`src/rtl/ahb_bridge_arbiter_if.sv`:
```
// Bus-side signals of the AHB bridge arbiter: requests and locks in, grants and ownership out.
// The slave modport is the arbiter's view; the master modport is the requesters' view.
interface ahb_bridge_arbiter_if #(
    parameter int unsigned NUM_MASTERS = 4
);
    localparam int unsigned IdxW = $clog2(NUM_MASTERS);

    logic [NUM_MASTERS-1:0] hbusreq;
    logic [NUM_MASTERS-1:0] hlock;
    logic                   hready;
    logic [NUM_MASTERS-1:0] hgrant;
    logic [IdxW-1:0]        hmaster;
    logic                   hmastlock;
    logic                   arb_busy;

    modport slave (
        input  hbusreq, hlock, hready,
        output hgrant, hmaster, hmastlock, arb_busy
    );

    modport master (
        output hbusreq, hlock, hready,
        input  hgrant, hmaster, hmastlock, arb_busy
    );
endinterface

```
`src/rtl/ahb_bridge_arbiter.sv`:
```
// Round-robin arbiter sharing the AHB-to-APB bridge slave port between NUM_MASTERS requesters.
// Grants are registered and only move on hready; a tenure counter bounds unlocked ownership.
module ahb_bridge_arbiter #(
    parameter int unsigned NUM_MASTERS    = 4,
    parameter int unsigned MAX_TENURE     = 8,
    parameter int unsigned DEFAULT_MASTER = 0
) (
    input logic                hclk,
    input logic                hreset,
    ahb_bridge_arbiter_if.slave bus
);

    localparam int unsigned IdxW = $clog2(NUM_MASTERS);

    typedef logic [IdxW-1:0]        idx_t;
    typedef logic [NUM_MASTERS-1:0] vec_t;
    typedef enum logic [1:0] {StIdle, StOwn, StLocked} state_e;

    localparam idx_t       DefIdx  = idx_t'(DEFAULT_MASTER);
    localparam idx_t       LastIdx = idx_t'(NUM_MASTERS - 1);
    localparam logic [7:0] TenLast = 8'(MAX_TENURE - 1);

    function automatic vec_t onehot(input idx_t i);
        vec_t v;
        v    = '0;
        v[i] = 1'b1;
        return v;
    endfunction

    // First set bit searching upward from last+1 with wrap; caller checks |req.
    function automatic idx_t rr_pick(input vec_t req, input idx_t last);
        idx_t        pick;
        logic        found;
        int unsigned idx;
        pick  = last;
        found = 1'b0;
        for (int unsigned i = 1; i <= NUM_MASTERS; i++) begin
            idx = (32'(last) + i) % NUM_MASTERS;
            if (!found && req[idx[IdxW-1:0]]) begin
                found = 1'b1;
                pick  = idx[IdxW-1:0];
            end
        end
        return pick;
    endfunction

    state_e     state_q, state_d;
    idx_t       owner_q, owner_d;
    idx_t       rr_last_q, rr_last_d;
    logic [7:0] tenure_q, tenure_d;

    vec_t hgrant_q, hgrant_d;
    idx_t hmaster_q, hmaster_d;
    logic hmastlock_q, hmastlock_d;
    logic arb_busy_q, arb_busy_d;

    vec_t others;
    idx_t pick_all;
    idx_t pick_oth;
    logic do_grant;
    idx_t grant_idx;

    always_comb begin
        state_d   = state_q;
        owner_d   = owner_q;
        rr_last_d = rr_last_q;
        tenure_d  = tenure_q;
        do_grant  = 1'b0;
        grant_idx = owner_q;

        others   = bus.hbusreq & ~onehot(owner_q);
        pick_all = rr_pick(bus.hbusreq, rr_last_q);
        pick_oth = rr_pick(others, rr_last_q);

        if (bus.hready) begin
            unique case (state_q)
                StIdle: begin
                    if (|bus.hbusreq) begin
                        do_grant  = 1'b1;
                        grant_idx = pick_all;
                    end
                end
                StOwn: begin
                    if (!bus.hbusreq[owner_q]) begin
                        if (|others) begin
                            do_grant  = 1'b1;
                            grant_idx = pick_oth;
                        end else begin
                            state_d  = StIdle;
                            tenure_d = '0;
                        end
                    end else if (bus.hlock[owner_q]) begin
                        state_d  = StLocked;
                        tenure_d = '0;
                    // >= so a saturated count from a solo tenure still hands over.
                    end else if ((tenure_q >= TenLast) && (|others)) begin
                        do_grant  = 1'b1;
                        grant_idx = pick_oth;
                    end else if (tenure_q != 8'hff) begin
                        tenure_d = tenure_q + 8'd1;
                    end
                end
                StLocked: begin
                    if (bus.hlock[owner_q]) begin
                        tenure_d = '0;
                    end else if (bus.hbusreq[owner_q]) begin
                        state_d  = StOwn;
                        tenure_d = '0;
                    end else if (|others) begin
                        do_grant  = 1'b1;
                        grant_idx = pick_oth;
                    end else begin
                        state_d  = StIdle;
                        tenure_d = '0;
                    end
                end
                default: begin
                    state_d  = StIdle;
                    tenure_d = '0;
                end
            endcase
        end

        if (do_grant) begin
            owner_d   = grant_idx;
            rr_last_d = grant_idx;
            state_d   = bus.hlock[grant_idx] ? StLocked : StOwn;
            tenure_d  = '0;
        end

        hgrant_d    = (state_d == StIdle) ? onehot(DefIdx) : onehot(owner_d);
        hmaster_d   = (state_d == StIdle) ? DefIdx : owner_d;
        hmastlock_d = (state_d == StLocked);
        arb_busy_d  = (state_d != StIdle);
    end

    always_ff @(posedge hclk or posedge hreset) begin
        if (hreset) begin
            state_q     <= StIdle;
            owner_q     <= DefIdx;
            rr_last_q   <= LastIdx;
            tenure_q    <= '0;
            hgrant_q    <= onehot(DefIdx);
            hmaster_q   <= DefIdx;
            hmastlock_q <= 1'b0;
            arb_busy_q  <= 1'b0;
        end else begin
            state_q     <= state_d;
            owner_q     <= owner_d;
            rr_last_q   <= rr_last_d;
            tenure_q    <= tenure_d;
            hgrant_q    <= hgrant_d;
            hmaster_q   <= hmaster_d;
            hmastlock_q <= hmastlock_d;
            arb_busy_q  <= arb_busy_d;
        end
    end

    assign bus.hgrant    = hgrant_q;
    assign bus.hmaster   = hmaster_q;
    assign bus.hmastlock = hmastlock_q;
    assign bus.arb_busy  = arb_busy_q;

endmodule

```
`src/flat_wrapper.sv`:
```
// flat-port wrapper written by rule: the top's interface ports become plain ports
module ahb_bridge_arbiter_flat 
#(
    parameter int unsigned NUM_MASTERS    = 4,
    parameter int unsigned MAX_TENURE     = 8,
    parameter int unsigned DEFAULT_MASTER = 0
)
  (hclk, hreset, bus_hbusreq, bus_hlock, bus_hready, bus_hgrant, bus_hmaster, bus_hmastlock, bus_arb_busy);
  ahb_bridge_arbiter_if #(.NUM_MASTERS(NUM_MASTERS)) bus_i ();
  input logic hclk;
  input logic hreset;
  input wire logic [$bits(bus_i.hbusreq)-1:0] bus_hbusreq;
  input wire logic [$bits(bus_i.hlock)-1:0] bus_hlock;
  input wire logic [$bits(bus_i.hready)-1:0] bus_hready;
  output wire logic [$bits(bus_i.hgrant)-1:0] bus_hgrant;
  output wire logic [$bits(bus_i.hmaster)-1:0] bus_hmaster;
  output wire logic [$bits(bus_i.hmastlock)-1:0] bus_hmastlock;
  output wire logic [$bits(bus_i.arb_busy)-1:0] bus_arb_busy;
  assign bus_i.hbusreq = bus_hbusreq;
  assign bus_i.hlock = bus_hlock;
  assign bus_i.hready = bus_hready;
  assign bus_hgrant = bus_i.hgrant;
  assign bus_hmaster = bus_i.hmaster;
  assign bus_hmastlock = bus_i.hmastlock;
  assign bus_arb_busy = bus_i.arb_busy;
  ahb_bridge_arbiter #(.NUM_MASTERS(NUM_MASTERS), .MAX_TENURE(MAX_TENURE), .DEFAULT_MASTER(DEFAULT_MASTER)) u_core (.hclk(hclk), .hreset(hreset), .bus(bus_i));
endmodule
```
`config.mk`:
```
export PLATFORM = sky130hd
export DESIGN_NAME = ahb_bridge_arbiter_flat
export DESIGN_NICKNAME = d
export VERILOG_FILES = /design/src/rtl/ahb_bridge_arbiter_if.sv /design/src/rtl/ahb_bridge_arbiter.sv /design/src/flat_wrapper.sv
export SDC_FILE = /design/constraint.sdc
export NUM_CORES = 1
export LEC_CHECK = 0
export BUFFER_PORTS_ARGS = -buffer_cell sky130_fd_sc_hd__buf_2
export CORE_MARGIN = 3
export CORE_UTILIZATION = 33
export DETAILED_ROUTE_END_ITERATION = 16
export HOLD_SLACK_MARGIN = 0.05
export SETUP_SLACK_MARGIN = 0.5
export SLEW_MARGIN = 5
export SYNTH_ARGS = -nofsm -noshare
export SYNTH_HDL_FRONTEND = slang
export SYNTH_SLANG_ARGS = --single-unit
```
`constraint.sdc`:
```
create_clock -name hclk -period 2.58 [get_ports hclk]
set_clock_uncertainty 0.05 [all_clocks]
set_input_delay 0.258 -clock hclk [delete_from_list [all_inputs] [get_ports hclk]]
set_output_delay 0.258 -clock hclk [all_outputs]
set_load 0.02 [all_outputs]
```
Word-level counts from Yosys, hierarchy flattened:

Cells that the tools add are included.

* register bits: 22
* latch bits: 0
* bits in writable memories: 0
* memory bits (read-only): 0
* logic and storage cells: 134
* memories: 0

* $add $sub $neg: 5
* multipliers: 0
* divide/modulo/power cells: 0
* order comparisons: 10
* eq/ne operators: 7
* shift operators: 0
* multiplexer cells: 80
* bitwise operators: 2
* reductions and logical operators: 22

Operators with widths (count)
* 8-bit two-way mux: 9
* 2-bit two-way mux: 26
* 1-bit two-way mux: 27
* 8-bit one-hot mux with 3 select lines: 1
* 1-bit binary-select mux with 2-bit select: 11
* 2-bit by 3-bit less-than comparator with 1-bit output (second input constant): 7
* 2-bit one-hot mux with 3 select lines: 2
* 1-bit logical AND: 9
* 8-bit by 1-bit adder with 8-bit output (second input constant): 1
* 8-bit by 3-bit >= comparator with 1-bit output (second input constant): 1
* 8-bit inequality test (second input constant): 1
* 4-bit OR reduction: 2
* 1-bit logical NOT: 6
* 5-bit by 2-bit inequality test with 1-bit output (second input constant): 1
* 5-bit by 4-bit inequality test with 1-bit output (second input constant): 1
* 2-bit by 1-bit adder with 2-bit output (second input constant): 2
* 2-bit adder (second input constant): 2
* 4-bit bitwise AND: 1
* 1-bit demux with 2-bit select: 2
* 2-bit == test (second input constant): 2
* 2-bit by 1-bit >= comparator with 1-bit output (second input constant): 2
* 2-bit logical NOT: 2
* 4-bit two-way mux: 1
* 4-bit inverter: 1
* other kinds (5): 6

Longest topological paths before layout:

* depth after elaboration: 29
* mapped depth: 11

Least setup slack after synthesis:

OpenSTA, ideal clock, no wires.

* path kind: reg2reg
* from: register u_core.owner_q[1]
* to: register u_core.state_q[0]
* setup time: 0.119 ns
* arrival: 2.444 ns
* setup slack: -0.033 ns
* stages on the path, launching flop included: 9
* path buffers: 1
* clock period less this slack: 2.613 ns
* path through: dfrtp_1 clkbuf_1 mux4_2 nor2_1 o21ai_1 o311a_1 or4_4 o22a_1 and2_1

* cells in the longest elaborated chain, start to end: 27
* elaborated cells between the ends (all ways): 62
* classes of those cells: 2 x order compare; 49 x mux; 2 x bitwise; 9 x reduce/logical

Ends and longest elaborated chain
* start: declaration: RTL line ahb_bridge_arbiter.sv:48 `idx_t owner_q, owner_d;`
* start signal: assignment: RTL line ahb_bridge_arbiter.sv:140 `owner_q <= DefIdx;`
* start signal: assignment: RTL line ahb_bridge_arbiter.sv:149 `owner_q <= owner_d;`
* 2-bit by 3-bit less-than comparator with 1-bit output (not written as such) or 2-bit by 1-bit >= comparator with 1-bit output (tied branches): RTL line ahb_bridge_arbiter.sv:26 `v[i] = 1'b1;`
* 1-bit logical AND (not written as such): RTL line ahb_bridge_arbiter.sv:26
* 1-bit two-way mux (not written as such): RTL line ahb_bridge_arbiter.sv:26
* 1-bit demux with 2-bit select
* 4-bit inverter: RTL line ahb_bridge_arbiter.sv:71 `others = bus.hbusreq & ~onehot(owner_q);`
* 4-bit bitwise AND: RTL line ahb_bridge_arbiter.sv:71
* 1-bit binary-select mux with 2-bit select: RTL line ahb_bridge_arbiter.sv:39 `if (!found && req[idx[IdxW-1:0]]) begin`
* 1-bit two-way mux (not written as such): RTL line ahb_bridge_arbiter.sv:39
* (+12 left out)
* 2-bit two-way mux (on tied branches): RTL line ahb_bridge_arbiter.sv:104, ahb_bridge_arbiter.sv:84
* 2-bit one-hot mux with 3 select lines: RTL line ahb_bridge_arbiter.sv:76 `unique case (state_q)`
* 2-bit two-way mux: RTL line ahb_bridge_arbiter.sv:75 `if (bus.hready) begin`
* 1-bit binary-select mux with 2-bit select: RTL line ahb_bridge_arbiter.sv:127 `state_d = bus.hlock[grant_idx] ? StLocked : StOwn;`
* 1-bit two-way mux (not written as such): RTL line ahb_bridge_arbiter.sv:127
* 2-bit two-way mux: RTL line ahb_bridge_arbiter.sv:127
* 2-bit two-way mux (*): RTL line ahb_bridge_arbiter.sv:124 `if (do_grant) begin`
* via u_core.state_d[0]: RTL line ahb_bridge_arbiter.sv:47 `state_e state_q, state_d;`
* end signal: assignment: RTL line ahb_bridge_arbiter.sv:139 `state_q <= StIdle;`
* end signal: assignment: RTL line ahb_bridge_arbiter.sv:148 `state_q <= state_d;`
* end: declaration: RTL line ahb_bridge_arbiter.sv:47

Mark *: on every way through the listed nets, which the timed path passes. The rest lies on a longest branch. The select of a mux whose other input is x is not followed.
A chain may end at the register's enable or synchronous reset.

Final worst setup path:

* from: register u_core.owner_q[0]
* to: register u_core.state_q[0]

Same word-level chain as after synthesis.

==> impl_metrics.yaml <==
synthesis:
  synth_nets: 223
  yosysUniqueCellTypes: 60
  synthArstFlopShare_pct: 100
  yosysSeqAreaShare_pct: 31.4
  avgSynthCellArea_um2: 8.52
  ys_dominant_reg_cell: "dfrtp_1"
  synth-edff-count: 0
  yosys_register_bits: 22
  netlist_area_um2: 1760
  yosys_warnings: 0
  syn-instance-count: 207
outcome:
  violations: "negative setup slack"
  outcome: "finished, violations left"
finish:
  area_growth_syn_to_layout_pct: 43.8
  diodes: 0
  final_cell_mix: "50 x buf_4, 18 x buf_2, 17 x nor2_1, 17 x dfrtp_1, 14 x nand2_1"
  final_core_util_pct: 51.3
  drive_above_1_share_pct: 43.2
  fillers: 490
  layout_commonest_cell: "buf_4"
  multi_input_comb_area_um2: 1250
  nets: 290
  seq_area_um2: 557
global_routing:
  grt_max_degree: 23
  grt_pass1_vias: 1785
  grt_pass1_wl_um: 8160
  grtUsageTotal_pct: 15.8
  antenna_found_initial: 0
  overflow: 0
timing:
  slew_headroom_pct: 44.8
  fin_crit_sh_pct: 104
  tightest_slew_ps: 827
  worst_slack_ps: -109
  setup_viol_count_final: 7
  period_needed_ps: 2690
  fin_hold_ws_ps: 96.0
  maxSlewViolCount: 0
  final_hold_viol_count: 0
  rsz0062_at_grt: "yes"
  fmax_mhz: 372
placed_design:
  numPortBuffers: 18
  globalplace.congestion: 0.917
  place_hpwl_um: 3690
pwr:
  comb_power_share_pct: 68.3
  p_switching_mw: 1.16
  clockPowerShare_pct: 11.7
  swShare_pct: 42.1
  internal_power_mw: 1.59
  p_leak_nw: 1.19
  p_seq_share_pct: 20.0
  peakVddDrop_v: 0.000684
  powerDensity_nw_per_um2: 1080
critical_path:
  r2r_end: "u_core.state_q[0]"
  r2r-start: "u_core.owner_q[0]"
  crit_fanout: 4
  critPathRequiredTime_ps: 2690
  setup.worst_path.class: "reg2reg"
  arrival_ps: 2800
  reg2reg_depth: 8
  critPathLaunchType: "flip-flop"
  reg2reg_slack_ps: -110
  cp-end-kind: "flip-flop"
min_path:
  hold_path_class: "in2async"
routing:
  vias: 1848
  drc_errors: 0
  wl_um: 4920
  drtIter0Drc: 110
  wl_met3_um: 193
  vias_per_cell: 5.44
  ant_nets: 0
  routedWlPerCell_um: 14.5
  wl_met2_um: 2580
  drt-met1-wl_um: 2120
  dr.max_layer_used: "met4"
  dr.pass1.iters: 4
cts:
  worstSkewPairLatency_ps: 260
  h-tree-depth: 1
  cts_buffer_depth: 2
  holdBufCountCts: 0
  path_clk_slew_ps: 80
  clock-sinks: 22
  clockRootBuffer: "clkbuf_8"
  cts_buffers: 3
  cts_tree: "done"
floorplanning:
  die_x_um: 79.1
  coreArea_um2: 4940
  initial_core_util_pct: 35.7
  ios: 19
  dieHeight_um: 79.1
  die_area_um2: 6260
  num_rows: 25
run:
  max_cap_viol_count: 0
==> registers in the layout, summed over array words and instances (netlist names) <==
register / cells
u_core.tenure_q: 8
u_core.bus.arb_busy: 1
u_core.rr_last_q: 2
u_core.bus.hmastlock: 1
u_core.state_q: 2
u_core.owner_q: 2
u_core.bus.hmaster: 2
u_core.bus.hgrant: 4
==> cell families after synthesis <==
logic type / after synthesis / share of synthesized area [%]
muxes: 7 / 6.10
and+or+nand+nor: 68 / 19.6
buffers and inverters: 24 / 5.96
adders and majority gates: 6 / 4.11
DFF: 22 / 31.4
AOI/OAI and AO/OA: 80 / 32.8
==> power groups by stage <==
stage / clock, mW / sequential (mW) / combinational [mW]
final: 0.321 / 0.550 / 1.88
after global routing: 0.348 / 0.561 / 2.04
after CTS: 0.328 / 0.545 / 1.78
after detailed placement: 0 / 0.555 / 1.60
after global placement: 0 / 0.558 / 1.58
after floorplan: 0 / 0.594 / 0.942
==> cell usage after synthesis, types with 2 or more instances <==
cell       number  share of area, %
a211o_1         2              0.99
a21boi_0        2              0.85
a21o_1          2              0.85
a21oi_1        11               3.1
a221oi_1        2              0.99
a31o_1          2              0.99
a41o_1          2               1.1
and2_1          3               1.1
and3_1          8               2.8
buf_2           6               1.7
clkbuf_1        3              0.64
dfrtp_1        19                27
dfstp_2         3               4.5
ha_1            5               3.5
inv_1          12               2.6
inv_2           2              0.43
mux2i_1         4               2.3
mux4_2          3               3.8
nand2_1        16               3.4
nand2b_1        3               1.1
nand3_1         6               1.7
nor2_1         20               4.3
nor2b_1         3               1.1
nor3b_1         2              0.85
o211ai_1        3               1.3
o21a_1          2              0.85
o21ai_0        19               5.4
o21ai_1         4               1.1
o2bb2ai_1       4               2.0
o31ai_1         4               1.7
==> how the worst max path moves through the flow <==
| stage | start | to | slack, ps | cells after the start |
|---|---|---|---|---|
| floorplan | u_core.owner_q[0] | u_core.state_q[0] | 70 | 9 |
| global placement | u_core.owner_q[0] | u_core.bus.hmastlock | -170 | 7 |
| detailed placement | u_core.owner_q[0] | u_core.bus.hmastlock | -160 | 7 |
| CTS | u_core.owner_q[0] | u_core.state_q[0] | -100 | 8 |
| global route | u_core.tenure_q[0] | u_core.state_q[0] | -230 | 9 |
| finish | u_core.owner_q[0] | u_core.state_q[0] | -110 | 8 |
==> routing by layer <==
layer / vias to the layer above / global-route usage (%)
met1: 898 / 18.9
li1: 912 / -
met2: 34 / 29.3
met3: 4 / 3.40
met4: 0 / 2.58
met5: - / 0
==> what timing repair did <==
action / 4_1_cts / 5_1_grt
setup endpoints to repair: 22 / 22
resized for setup: 22 / 7
pin swaps: 7 / 1
setup buffers: 5 / 7
==> critical path, stage by stage, from the launching register on <==
cell	delay (ps)
dfrtp_2	450
buf_4	150
mux2i_1	120
and3_1	170
or3_1	360
o311a_1	350
or4_4	550
o22a_1	230
and2_1	140
==> through the flow <==
stage / total power [mW] / setup TNS, ps / worst slack [ps] / instances / instance area [µm²]
floorplan: 1.54 / 0 / 69.5 / 207 / 1820
global placement: 2.14 / -959 / -169 / 324 / 2270
detailed placement: 2.15 / -904 / -164 / 324 / 2270
finish: 2.75 / -400 / -109 / 340 / 2540
global route: 2.95 / -1930 / -229 / 340 / 2540
CTS: 2.66 / -374 / -95.7 / 333 / 2460
==> layout make-up <==
| cell class | count | share of cell area [%] |
|---|---|---|
| Multi-Input combinational cell | 161 | 49.4 |
| Tap cell | 67 | 3.30 |
| Clock inverter | 1 | 1.18 |
| Inverter | 14 | 2.07 |
| Sequential cell | 22 | 21.9 |
| Timing Repair Buffer | 72 | 20.5 |
| Clock buffer | 3 | 1.63 |
Power figures use the tool's default switching activity.
